--- config.mk ---
export PLATFORM = sky130hd
export DESIGN_NAME = dmem_arbiter_flat
export DESIGN_NICKNAME = d
export VERILOG_FILES = /design/src/rtl/dmem_arb_pkg.sv /design/src/rtl/dmem_arbiter_if.sv /design/src/rtl/rr_pick2.sv /design/src/rtl/dmem_arbiter.sv /design/src/flat_wrapper.sv
export SDC_FILE = /design/constraint.sdc
export NUM_CORES = 1
export LEC_CHECK = 0
export ABC_AREA = 1
export BUFFER_PORTS_ARGS = -buffer_cell sky130_fd_sc_hd__buf_2
export CAP_MARGIN = 20
export CORE_MARGIN = 2
export CORE_UTILIZATION = 47
export DETAILED_ROUTE_END_ITERATION = 12
export PLACE_DENSITY = 0.91
export SETUP_SLACK_MARGIN = 0.05
export SLEW_MARGIN = 10
export SYNTH_ARGS = -nofsm -noshare
export SYNTH_HDL_FRONTEND = slang
export SYNTH_SLANG_ARGS = --single-unit
export TNS_END_PERCENT = 1
--- constraint.sdc ---
create_clock -name clk -period 4.19 [get_ports clk]
set_input_delay 0 -clock clk [delete_from_list [all_inputs] [get_ports clk]]
set_output_delay 0 -clock clk [all_outputs]
set_load 0.1 [all_outputs]
--- src/rtl/dmem_arb_pkg.sv ---
// Shared definitions for the two-port data-memory burst arbiter.
//   - ADDR_W_DEF / DATA_W_DEF / LEN_W_DEF : default bus widths
//   - BEAT_BYTES                          : byte stride between burst beats
//   - state_t                             : arbiter FSM encoding
//   - port_id_t                           : requester identity (p0 / p1)
package dmem_arb_pkg;

   localparam int unsigned ADDR_W_DEF = 10;
   localparam int unsigned DATA_W_DEF = 32;
   localparam int unsigned LEN_W_DEF  = 4;
   localparam int unsigned BEAT_BYTES = 4;

   typedef enum logic {
      ST_IDLE  = 1'b0,
      ST_BURST = 1'b1
   } state_t;

   typedef enum logic {
      PORT0 = 1'b0,
      PORT1 = 1'b1
   } port_id_t;

   // Port that is not p; used to hand the round-robin pointer over.
   function automatic port_id_t other_port(input port_id_t p);
      return (p == PORT0) ? PORT1 : PORT0;
   endfunction

endpackage

--- src/rtl/dmem_arbiter_if.sv ---
// Bundle of the two requester ports plus the data-memory port.
//   Requester side : pN_req/we/addr/len/wdata in, pN_gnt/rvalid/rdata/done out
//   Memory side    : mem_ReadAddr/mem_WriteAddr/mem_DataIn/mem_regWE out,
//                    mem_DataOut in (combinational read data)
// Modports:
//   slave  - the arbiter (serves the requesters, drives the memory)
//   master - the environment (requesters plus memory model)
interface dmem_arbiter_if #(
   parameter int unsigned ADDR_W = dmem_arb_pkg::ADDR_W_DEF,
   parameter int unsigned DATA_W = dmem_arb_pkg::DATA_W_DEF,
   parameter int unsigned LEN_W  = dmem_arb_pkg::LEN_W_DEF
);

   logic              p0_req;
   logic              p1_req;
   logic              p0_we;
   logic              p1_we;
   logic [ADDR_W-1:0] p0_addr;
   logic [ADDR_W-1:0] p1_addr;
   logic [LEN_W-1:0]  p0_len;
   logic [LEN_W-1:0]  p1_len;
   logic [DATA_W-1:0] p0_wdata;
   logic [DATA_W-1:0] p1_wdata;

   logic              p0_gnt;
   logic              p1_gnt;
   logic              p0_rvalid;
   logic              p1_rvalid;
   logic [DATA_W-1:0] p0_rdata;
   logic [DATA_W-1:0] p1_rdata;
   logic              p0_done;
   logic              p1_done;

   logic [ADDR_W-1:0] mem_ReadAddr;
   logic [ADDR_W-1:0] mem_WriteAddr;
   logic [DATA_W-1:0] mem_DataIn;
   logic              mem_regWE;
   logic [DATA_W-1:0] mem_DataOut;

   modport slave (
      input  p0_req, p1_req, p0_we, p1_we, p0_addr, p1_addr,
             p0_len, p1_len, p0_wdata, p1_wdata, mem_DataOut,
      output p0_gnt, p1_gnt, p0_rvalid, p1_rvalid, p0_rdata, p1_rdata,
             p0_done, p1_done, mem_ReadAddr, mem_WriteAddr, mem_DataIn,
             mem_regWE
   );

   modport master (
      output p0_req, p1_req, p0_we, p1_we, p0_addr, p1_addr,
             p0_len, p1_len, p0_wdata, p1_wdata, mem_DataOut,
      input  p0_gnt, p1_gnt, p0_rvalid, p1_rvalid, p0_rdata, p1_rdata,
             p0_done, p1_done, mem_ReadAddr, mem_WriteAddr, mem_DataIn,
             mem_regWE
   );

endinterface

--- src/rtl/rr_pick2.sv ---
// Two-requester round-robin picker.
//   req[1:0] : request vector, bit N = port N
//   ptr      : port favoured when both request
//   winner   : selected port (PORT0 when nobody requests; caller ignores it)
module rr_pick2
   import dmem_arb_pkg::*;
(
   input  logic [1:0] req,
   input  port_id_t   ptr,
   output port_id_t   winner
);

   // Lone requester always wins; the pointer only breaks ties.
   always_comb begin
      winner = PORT0;
      case (req)
         2'b01:   winner = PORT0;
         2'b10:   winner = PORT1;
         2'b11:   winner = ptr;
         default: winner = PORT0;
      endcase
   end

endmodule

--- src/rtl/dmem_arbiter.sv ---
// Two-port burst arbiter in front of a single-ported data memory.
// A burst is accepted in IDLE, then owns the memory for len+1 word beats;
// at least one IDLE cycle separates consecutive bursts.
// Ports:
//   clk   : clock, all state changes on the rising edge
//   reset : asynchronous active-high reset
//   bus   : dmem_arbiter_if.slave (requester ports + memory port)
module dmem_arbiter
   import dmem_arb_pkg::*;
#(
   parameter int unsigned ADDR_W = ADDR_W_DEF,
   parameter int unsigned DATA_W = DATA_W_DEF,
   parameter int unsigned LEN_W  = LEN_W_DEF
) (
   input logic           clk,
   input logic           reset,
   dmem_arbiter_if.slave bus
);

   state_t            state_q,  state_d;
   port_id_t          owner_q,  owner_d;
   port_id_t          ptr_q,    ptr_d;
   logic              we_q,     we_d;
   logic [ADDR_W-1:0] addr_q,   addr_d;
   logic [LEN_W-1:0]  len_q,    len_d;
   logic [LEN_W-1:0]  cnt_q,    cnt_d;
   logic [DATA_W-1:0] din_q,    din_d;
   logic [DATA_W-1:0] rdata0_q, rdata0_d;
   logic [DATA_W-1:0] rdata1_q, rdata1_d;
   logic              rvalid0_q, rvalid0_d;
   logic              rvalid1_q, rvalid1_d;

   logic [1:0]        req_c;
   port_id_t          win_c;
   logic              burst_c;
   logic              last_c;
   logic              gnt0_c;
   logic              gnt1_c;
   logic [DATA_W-1:0] wdata_c;

   assign req_c   = {bus.p1_req, bus.p0_req};
   assign burst_c = (state_q == ST_BURST);
   assign last_c  = (cnt_q == len_q);
   assign gnt0_c  = burst_c && (owner_q == PORT0);
   assign gnt1_c  = burst_c && (owner_q == PORT1);
   assign wdata_c = (owner_q == PORT1) ? bus.p1_wdata : bus.p0_wdata;

   rr_pick2 u_pick (
      .req    (req_c),
      .ptr    (ptr_q),
      .winner (win_c)
   );

   // Next-state: acceptance in IDLE, beat sequencing and read capture in BURST.
   always_comb begin
      state_d   = state_q;
      owner_d   = owner_q;
      ptr_d     = ptr_q;
      we_d      = we_q;
      addr_d    = addr_q;
      len_d     = len_q;
      cnt_d     = cnt_q;
      din_d     = din_q;
      rdata0_d  = rdata0_q;
      rdata1_d  = rdata1_q;
      rvalid0_d = 1'b0;
      rvalid1_d = 1'b0;

      case (state_q)
         ST_IDLE: begin
            if (|req_c) begin
               state_d = ST_BURST;
               owner_d = win_c;
               cnt_d   = '0;
               if (win_c == PORT1) begin
                  we_d   = bus.p1_we;
                  addr_d = bus.p1_addr;
                  len_d  = bus.p1_len;
               end else begin
                  we_d   = bus.p0_we;
                  addr_d = bus.p0_addr;
                  len_d  = bus.p0_len;
               end
               // Pointer moves only on contention, so a lone requester
               // does not steal the next tie from the other port.
               if (&req_c) begin
                  ptr_d = other_port(win_c);
               end
            end
         end

         ST_BURST: begin
            // Remember the last driven write data so it holds after the burst.
            din_d = wdata_c;
            if (!we_q) begin
               if (owner_q == PORT1) begin
                  rdata1_d  = bus.mem_DataOut;
                  rvalid1_d = 1'b1;
               end else begin
                  rdata0_d  = bus.mem_DataOut;
                  rvalid0_d = 1'b1;
               end
            end
            // Address is not advanced past the final beat so the memory
            // address outputs hold the last beat address while idle.
            if (last_c) begin
               state_d = ST_IDLE;
            end else begin
               cnt_d  = cnt_q + LEN_W'(1);
               addr_d = addr_q + ADDR_W'(BEAT_BYTES);
            end
         end

         default: state_d = ST_IDLE;
      endcase
   end

   // State and datapath registers.
   always_ff @(posedge clk or posedge reset) begin
      if (reset) begin
         state_q   <= ST_IDLE;
         owner_q   <= PORT0;
         ptr_q     <= PORT0;
         we_q      <= 1'b0;
         addr_q    <= '0;
         len_q     <= '0;
         cnt_q     <= '0;
         din_q     <= '0;
         rdata0_q  <= '0;
         rdata1_q  <= '0;
         rvalid0_q <= 1'b0;
         rvalid1_q <= 1'b0;
      end else begin
         state_q   <= state_d;
         owner_q   <= owner_d;
         ptr_q     <= ptr_d;
         we_q      <= we_d;
         addr_q    <= addr_d;
         len_q     <= len_d;
         cnt_q     <= cnt_d;
         din_q     <= din_d;
         rdata0_q  <= rdata0_d;
         rdata1_q  <= rdata1_d;
         rvalid0_q <= rvalid0_d;
         rvalid1_q <= rvalid1_d;
      end
   end

   // Grant/done/write-enable decode straight from flops, so an async reset
   // clears them (and suppresses any in-flight write) immediately.
   assign bus.p0_gnt        = gnt0_c;
   assign bus.p1_gnt        = gnt1_c;
   assign bus.p0_done       = gnt0_c && last_c;
   assign bus.p1_done       = gnt1_c && last_c;
   assign bus.p0_rvalid     = rvalid0_q;
   assign bus.p1_rvalid     = rvalid1_q;
   assign bus.p0_rdata      = rdata0_q;
   assign bus.p1_rdata      = rdata1_q;
   assign bus.mem_regWE     = burst_c && we_q;
   assign bus.mem_ReadAddr  = {addr_q[ADDR_W-1:2], 2'b00};
   assign bus.mem_WriteAddr = {addr_q[ADDR_W-1:2], 2'b00};
   // Write data must line up with the beat it belongs to, hence the bypass.
   assign bus.mem_DataIn    = burst_c ? wdata_c : din_q;

endmodule

--- src/flat_wrapper.sv ---
// flat-port wrapper written by rule: the top's interface ports become plain ports
module dmem_arbiter_flat import dmem_arb_pkg::*;
#(
   parameter int unsigned ADDR_W = ADDR_W_DEF,
   parameter int unsigned DATA_W = DATA_W_DEF,
   parameter int unsigned LEN_W  = LEN_W_DEF
)
  (clk, reset, bus_p0_req, bus_p1_req, bus_p0_we, bus_p1_we, bus_p0_addr, bus_p1_addr, bus_p0_len, bus_p1_len, bus_p0_wdata, bus_p1_wdata, bus_mem_DataOut, bus_p0_gnt, bus_p1_gnt, bus_p0_rvalid, bus_p1_rvalid, bus_p0_rdata, bus_p1_rdata, bus_p0_done, bus_p1_done, bus_mem_ReadAddr, bus_mem_WriteAddr, bus_mem_DataIn, bus_mem_regWE);
  dmem_arbiter_if #(.ADDR_W(ADDR_W), .DATA_W(DATA_W), .LEN_W(LEN_W)) bus_i ();
  input logic clk;
  input logic reset;
  input wire logic [$bits(bus_i.p0_req)-1:0] bus_p0_req;
  input wire logic [$bits(bus_i.p1_req)-1:0] bus_p1_req;
  input wire logic [$bits(bus_i.p0_we)-1:0] bus_p0_we;
  input wire logic [$bits(bus_i.p1_we)-1:0] bus_p1_we;
  input wire logic [$bits(bus_i.p0_addr)-1:0] bus_p0_addr;
  input wire logic [$bits(bus_i.p1_addr)-1:0] bus_p1_addr;
  input wire logic [$bits(bus_i.p0_len)-1:0] bus_p0_len;
  input wire logic [$bits(bus_i.p1_len)-1:0] bus_p1_len;
  input wire logic [$bits(bus_i.p0_wdata)-1:0] bus_p0_wdata;
  input wire logic [$bits(bus_i.p1_wdata)-1:0] bus_p1_wdata;
  input wire logic [$bits(bus_i.mem_DataOut)-1:0] bus_mem_DataOut;
  output wire logic [$bits(bus_i.p0_gnt)-1:0] bus_p0_gnt;
  output wire logic [$bits(bus_i.p1_gnt)-1:0] bus_p1_gnt;
  output wire logic [$bits(bus_i.p0_rvalid)-1:0] bus_p0_rvalid;
  output wire logic [$bits(bus_i.p1_rvalid)-1:0] bus_p1_rvalid;
  output wire logic [$bits(bus_i.p0_rdata)-1:0] bus_p0_rdata;
  output wire logic [$bits(bus_i.p1_rdata)-1:0] bus_p1_rdata;
  output wire logic [$bits(bus_i.p0_done)-1:0] bus_p0_done;
  output wire logic [$bits(bus_i.p1_done)-1:0] bus_p1_done;
  output wire logic [$bits(bus_i.mem_ReadAddr)-1:0] bus_mem_ReadAddr;
  output wire logic [$bits(bus_i.mem_WriteAddr)-1:0] bus_mem_WriteAddr;
  output wire logic [$bits(bus_i.mem_DataIn)-1:0] bus_mem_DataIn;
  output wire logic [$bits(bus_i.mem_regWE)-1:0] bus_mem_regWE;
  assign bus_i.p0_req = bus_p0_req;
  assign bus_i.p1_req = bus_p1_req;
  assign bus_i.p0_we = bus_p0_we;
  assign bus_i.p1_we = bus_p1_we;
  assign bus_i.p0_addr = bus_p0_addr;
  assign bus_i.p1_addr = bus_p1_addr;
  assign bus_i.p0_len = bus_p0_len;
  assign bus_i.p1_len = bus_p1_len;
  assign bus_i.p0_wdata = bus_p0_wdata;
  assign bus_i.p1_wdata = bus_p1_wdata;
  assign bus_i.mem_DataOut = bus_mem_DataOut;
  assign bus_p0_gnt = bus_i.p0_gnt;
  assign bus_p1_gnt = bus_i.p1_gnt;
  assign bus_p0_rvalid = bus_i.p0_rvalid;
  assign bus_p1_rvalid = bus_i.p1_rvalid;
  assign bus_p0_rdata = bus_i.p0_rdata;
  assign bus_p1_rdata = bus_i.p1_rdata;
  assign bus_p0_done = bus_i.p0_done;
  assign bus_p1_done = bus_i.p1_done;
  assign bus_mem_ReadAddr = bus_i.mem_ReadAddr;
  assign bus_mem_WriteAddr = bus_i.mem_WriteAddr;
  assign bus_mem_DataIn = bus_i.mem_DataIn;
  assign bus_mem_regWE = bus_i.mem_regWE;
  dmem_arbiter #(.ADDR_W(ADDR_W), .DATA_W(DATA_W), .LEN_W(LEN_W)) u_core (.clk(clk), .reset(reset), .bus(bus_i));
endmodule
==> Word level (Yosys, flattened, before mapping) <==
Index checks and enable logic that the tools add are counted.
{ "word_totals": {"reg_bits": 120, "in_bits": 130, "out_inout_bits": 123, "elab_cells": 55} }
{ "op_classes": {"n_addsub": 2, "n_eq_ne": 5, "n_mux": 22, "bitwise": 3, "n_reduce_logical": 11} }
{ "op_table": {"columns": ["operator", "count"], "rows": [
  ["32-bit two-way mux", 2],
  ["10-bit two-way mux", 3],
  ["10-bit one-hot mux with 2 select lines", 1],
  ["4-bit two-way mux", 3],
  ["10-bit by 3-bit adder with 10-bit output, second input constant", 1],
  ["1-bit two-way mux", 10],
  ["4-bit one-hot mux with 2 select lines", 1],
  ["3-bit AND reduction", 2],
  ["1-bit logical AND", 5],
  ["4-bit by 1-bit adder with 4-bit output, second input constant", 1],
  ["2-bit == test, second input constant", 2],
  ["4-bit == test", 1],
  ["1-bit one-hot mux with 2 select lines", 2],
  ["2-bit AND reduction", 2],
  ["4-bit AND reduction", 1],
  ["1-bit inverter", 3],
  ["2-bit by 1-bit inequality test with 1-bit output, second input constant", 1],
  ["2-bit inequality test, second input constant", 1],
  ["2-bit OR reduction", 1]
]} }

==> Longest topological paths before layout <==
{ "logic_depth": {"word_depth": 5, "ltp_mapped": 10} }

==> By module <==
From an unflattened synthesis, not the netlist that was laid out.
{ "hier_totals": {"hier_cells": 621, "area_unflattened_um2": 5142.4} }
{ "by_module_without_submodules": {"columns": ["mod", "n_inst", "cells_each", "area_per_inst_um2", "seq_area_each_um2"], "rows": [
  ["dmem_arbiter", 1, 617, 5126.2, 2952.8],
  ["rr_pick2", 1, 4, 16.3, 0.0]
]} }

==> Worst setup path after synthesis <==
OpenSTA, ideal clock, no wires.
{ "synth_timing": {"path_kind": "flip-flop to flip-flop", "start": "register u_core.state_q, in the netlist u_core.burst_c", "end": "register u_core.din_q[20]", "setup_ns": 0.468, "arrival_time_ns": 1.868, "required_ns": 3.722, "slack_ns": 1.854, "path_stages_with_launch": 7, "synth_period_minus_slack_ns": 2.336, "path_cell_list": "dfrtp_1 -> buf_4 -> nand2_2 -> inv_1 -> buf_2 -> nand2_1 -> nand3_1"} }
{ "synth_between": {"elab_chain_cells": 1} }
{ "synth_lines": {"columns": ["element", "line", "text"], "rows": [
  ["start, declared", "dmem_arbiter.sv:20", "state_t state_q, state_d;"],
  ["start signal, assigned", "dmem_arbiter.sv:134", "state_q <= state_d;"],
  ["32-bit two-way mux", null, null],
  ["net bus_mem_DataIn[20]", "flat_wrapper.sv:33", "output wire logic [$bits(bus_i.mem_DataIn)-1:0] bus_mem_DataIn;"],
  ["end signal, assigned", "dmem_arbiter.sv:141", "din_q <= din_d;"],
  ["end, declared", "dmem_arbiter.sv:27", "logic [DATA_W-1:0] din_q, din_d;"]
]} }
The timed path passes the listed nets, and every way through them passes these cells.
A chain may end at the register's enable or synchronous reset.

==> Final worst setup path <==
{ "layout_timing": {"start": "register u_core.state_q, in the netlist u_core.burst_c", "end": "output bus_mem_DataIn[10]"} }
{ "layout_between": {"elab_chain_cells": 1} }
{ "layout_lines": {"columns": ["element", "line", "text"], "rows": [
  ["32-bit two-way mux", "dmem_arbiter.sv:163", "assign bus.mem_DataIn = burst_c ? wdata_c : din_q;"],
  ["end, declared", "flat_wrapper.sv:33", null]
]} }
No other way between the ends.

==> run_results.csv <==
group,metric,value,unit
status,outcome,"finished clean",
yosys,yosysMostFrequentCell,"nand2_1",
clock_network,cts_resized,0,
sta,period_needed,2.84,ns
global_routing,track_usage,28.0,%
finish,fin_util,74.2,%
yosys,syn_area,5440,um^2
critical_path,startpoint_type,"flop",
yosys,synth_edf_count,0,
finish,drive_gt1_share,32.5,%
yosys,yosys-top-cells-area,"dfrtp_1 (54%), nand2_1 (17%), nand3_1 (5.7%), o21ai_2 (5.2%), inv_1 (4.1%)",
sta,setup_viol,0,
finish,syn_to_final_growth,55.3,%
critical_path,max_stage_delay,0.75,ns
min_path,hold_path.class,"input port to flop",
global_routing,grt_max_degree,83,
routing,viasPerCell,5.02,
yosys,synth_commonest_cells,"nand2_1 (241), dfrtp_1 (118), nand3_1 (62)",
critical_path,rr_worst_depth,5,
yosys,yosys.area_share.adder,0.460,%
clock_network,cts-root-buf,"clkbuf_16",
global_routing,grt_pass1_vias,5835,
sta,relSlewSlack,47.8,%
clock_network,clock_latency,0.40,ns
critical_path,cp.depth,5,
job,cap_violations,0,
global_routing,overflow,0,
yosys,synth_compound_area_share,9.76,%
yosys,synth_top_family_by_area,"simple AND/OR/NAND/NOR gates",
placed_design,post-dp-hpwl,9.24,mm
routing,drtAntennaViolNets,0,
yosys,synth.avg_cell_area,8.52,um^2
yosys,synth_async_sr_flop_share,100,%
sta,tightestPinTransition,0.783,ns
critical_path,arrival,2.84,ns
yosys,synth_top_area_share,54.3,%
clock_network,cts_buffers,17,
sta,clock.fmax,0.352,GHz
yosys,synth_ff_type,"dfrtp_1",
critical_path,cp.required,4.19,ns
clock_network,cts_tree,"built",
critical_path,cpLargestDelayFamily,"buffers and inverters",
critical_path,cp_max_fo,45,
routing,drt_wl_total,17.1,mm
sta,maxSlewViolCount,0,
critical_path,crit-reg2reg-launch,"u_core.burst_c$_DFF_PP0_",
floorplan,row_count,39,
global_routing,top_usage_layer,"met2",
sta,final_hold_viol_count,0,
yosys,synth-simple-area-share,25.0,%
clock_network,path_clk_slew,0.05,ns
floorplan,initial_utilization,47.8,%
global_routing,grt_use_met3,6.97,%
critical_path,crit_type,"flop to primary output",
yosys,yosys-mux-area-fraction,0,%
critical_path,critPathCaptureType,"primary output",
floorplan,boundaryPins,253,
min_path,worstHoldStart,"bus_p0_addr[7]",
sta,rsz0062_at_grt,"no",
critical_path,cpMaxStageDelayCell,"dfrtp_1",
yosys,ys_ff_latch,118,
sta,skew,0.00919,ns
clock_network,htree_levels,4,
critical_path,crit_start,"u_core.burst_c$_DFF_PP0_",
routing,drc,0,
critical_path,crit_buf_inv,2,
routing,dr.pass1.iters,5,
clock_network,clockBufferDepth,2,
global_routing,grt_first_pass_wirelength,28.0,mm
global_routing,grtUsageMet1,31.5,%
yosys,ys_types,26,
clock_network,clock_sinks,118,
finish,diodes,0,
yosys,synthCells,638,
yosys,ys_warn_count,0,
floorplan,die_w,112,um
sta,tns,0,ns
placed_design,port_buffers,244,
yosys,synth-seq-area-share,54.3,%
global_routing,grt_util_met2,48.8,%
critical_path,path_cells,"inv_4, nor2_8, nand2_1, nand3_1, buf_2",
global_routing,antenna_found_initial,0,
placed_design,place_congestion,0.821,
floorplan,dieArea,12400,um^2
finish,finish.net_count,1118,
floorplan,fp.dieH,112,um
routing,num_vias,5738,
yosys,yosysTopAreaCell,"dfrtp_1",
floorplan,core-area,11400,um^2
min_path,hold-path-cell-count,7,
routing,wl_per_cell,15.0,um
sta,fin_crit_sh,67.7,%
yosys,synthXorXnorAreaFrac,0.322,%
routing,drt_iter0_markers,359,
-- worst paths after layout --
check / to / slack, ns
max in group asynchronous: u_core.addr_q[4]$_DFFE_PP0P_ / 3.39
hold / removal: u_core.addr_q[7]$_DFFE_PP0P_ / 0.02
hold reg to reg: u_core.bus.p0_rdata[20]$_DFFE_PP0P_ / 0.47
setup / recovery: bus_mem_DataIn[10] / 1.35
min in group asynchronous: u_core.din_q[17]$_DFF_PP0_ / 0.09
setup reg to reg: u_core.din_q[10]$_DFF_PP0_ / 1.58
-- through the flow --
stage / setup slack [ns] / hold slack [ns] / std cells / cell area (um^2)
global placement: 1.68 / 0.226 / 989 / 6560
global route: 1.23 / 0.0400 / 1142 / 8440
detailed placement: 1.64 / 0.230 / 989 / 6560
floorplan: 1.06 / 0.159 / 641 / 5450
CTS: 1.30 / 0.00403 / 1139 / 8370
finish: 1.35 / 0.0190 / 1142 / 8440
-- flip-flops by register name, summed over array words and instances (netlist names) --
name / cells
u_core.bus.p1_rdata: 32
u_core.cnt_q: 4
u_core.len_q: 4
u_core.bus.p0_rdata: 32
u_core.bus.p0_rvalid: 1
u_core.owner_q: 1
u_core.addr_q: 8
u_core.bus.p1_rvalid: 1
u_core.ptr_q: 1
u_core.burst_c: 1
u_core.we_q: 1
u_core.din_q: 32
-- area by class of cell --
type	count	area, um^2
inverters	66	255
well taps	143	179
flip-flops and latches	118	2950
repair buffers	366	2480
clock buffers	20	447
clock inverters	12	176
fillers	720	2930
multi-input cells	417	1950
-- cells in the final DEF (no fill, tap or decap), types with 2 or more instances in the layout --
cell type,count
buf_2,244
nor2_1,17
nor2_2,2
inv_4,3
o22ai_1,4
dlygate4sd3_1,118
o21bai_1,2
clkinv_4,2
inv_1,59
clkbuf_1,2
clkinv_2,3
dfrtp_1,118
xor2_1,2
inv_2,4
nand2_1,241
bufinv_16,4
nand2_2,3
o21ai_1,34
clkinvlp_4,2
buf_16,2
conb_1,4
ha_1,2
nand3_1,62
o21ai_2,32
o21ai_0,7
clkbuf_16,17
-- worst register-to-register path: stages (launching register included) --
cell,delay [ns]
dfrtp_1,0.75
inv_4,0.38
nor2_8,0.52
nand2_1,0.17
nand3_1,0.17
dlygate4sd3_1,0.56
-- cell families (layout without fill, tap and decap cells) --
logic type / after synthesis / in the layout
XOR/XNOR: 2 / 2
adder cells (fa/ha/maj): 2 / 2
flip-flops: 118 / 118
other: 1 / 4
AO/OA/AOI/OAI: 80 / 80
buffers and inverters: 106 / 464
AND/OR/NAND/NOR: 329 / 329
-- layer usage --
metal  wire length, um  vias to the layer above  part of all wire (%)
met4               833                        0                   4.9
met3              1140                       83                   6.7
met1              6330                     2655                    37
met5                 0                        -                     0
li1                  -                     2681                     -
met2              8800                      319                    51
-- what timing repair did --
| action | CTS | global route |
|---|---|---|
| setup buffers | 0 | 0 |
| hold buffers | 118 | 0 |
| endpoints found under the hold margin | 189 | 0 |
Power is left out: the tool's default activity adds up to more than one toggle a clock period on the data nets, which glitch-free logic cannot reach.
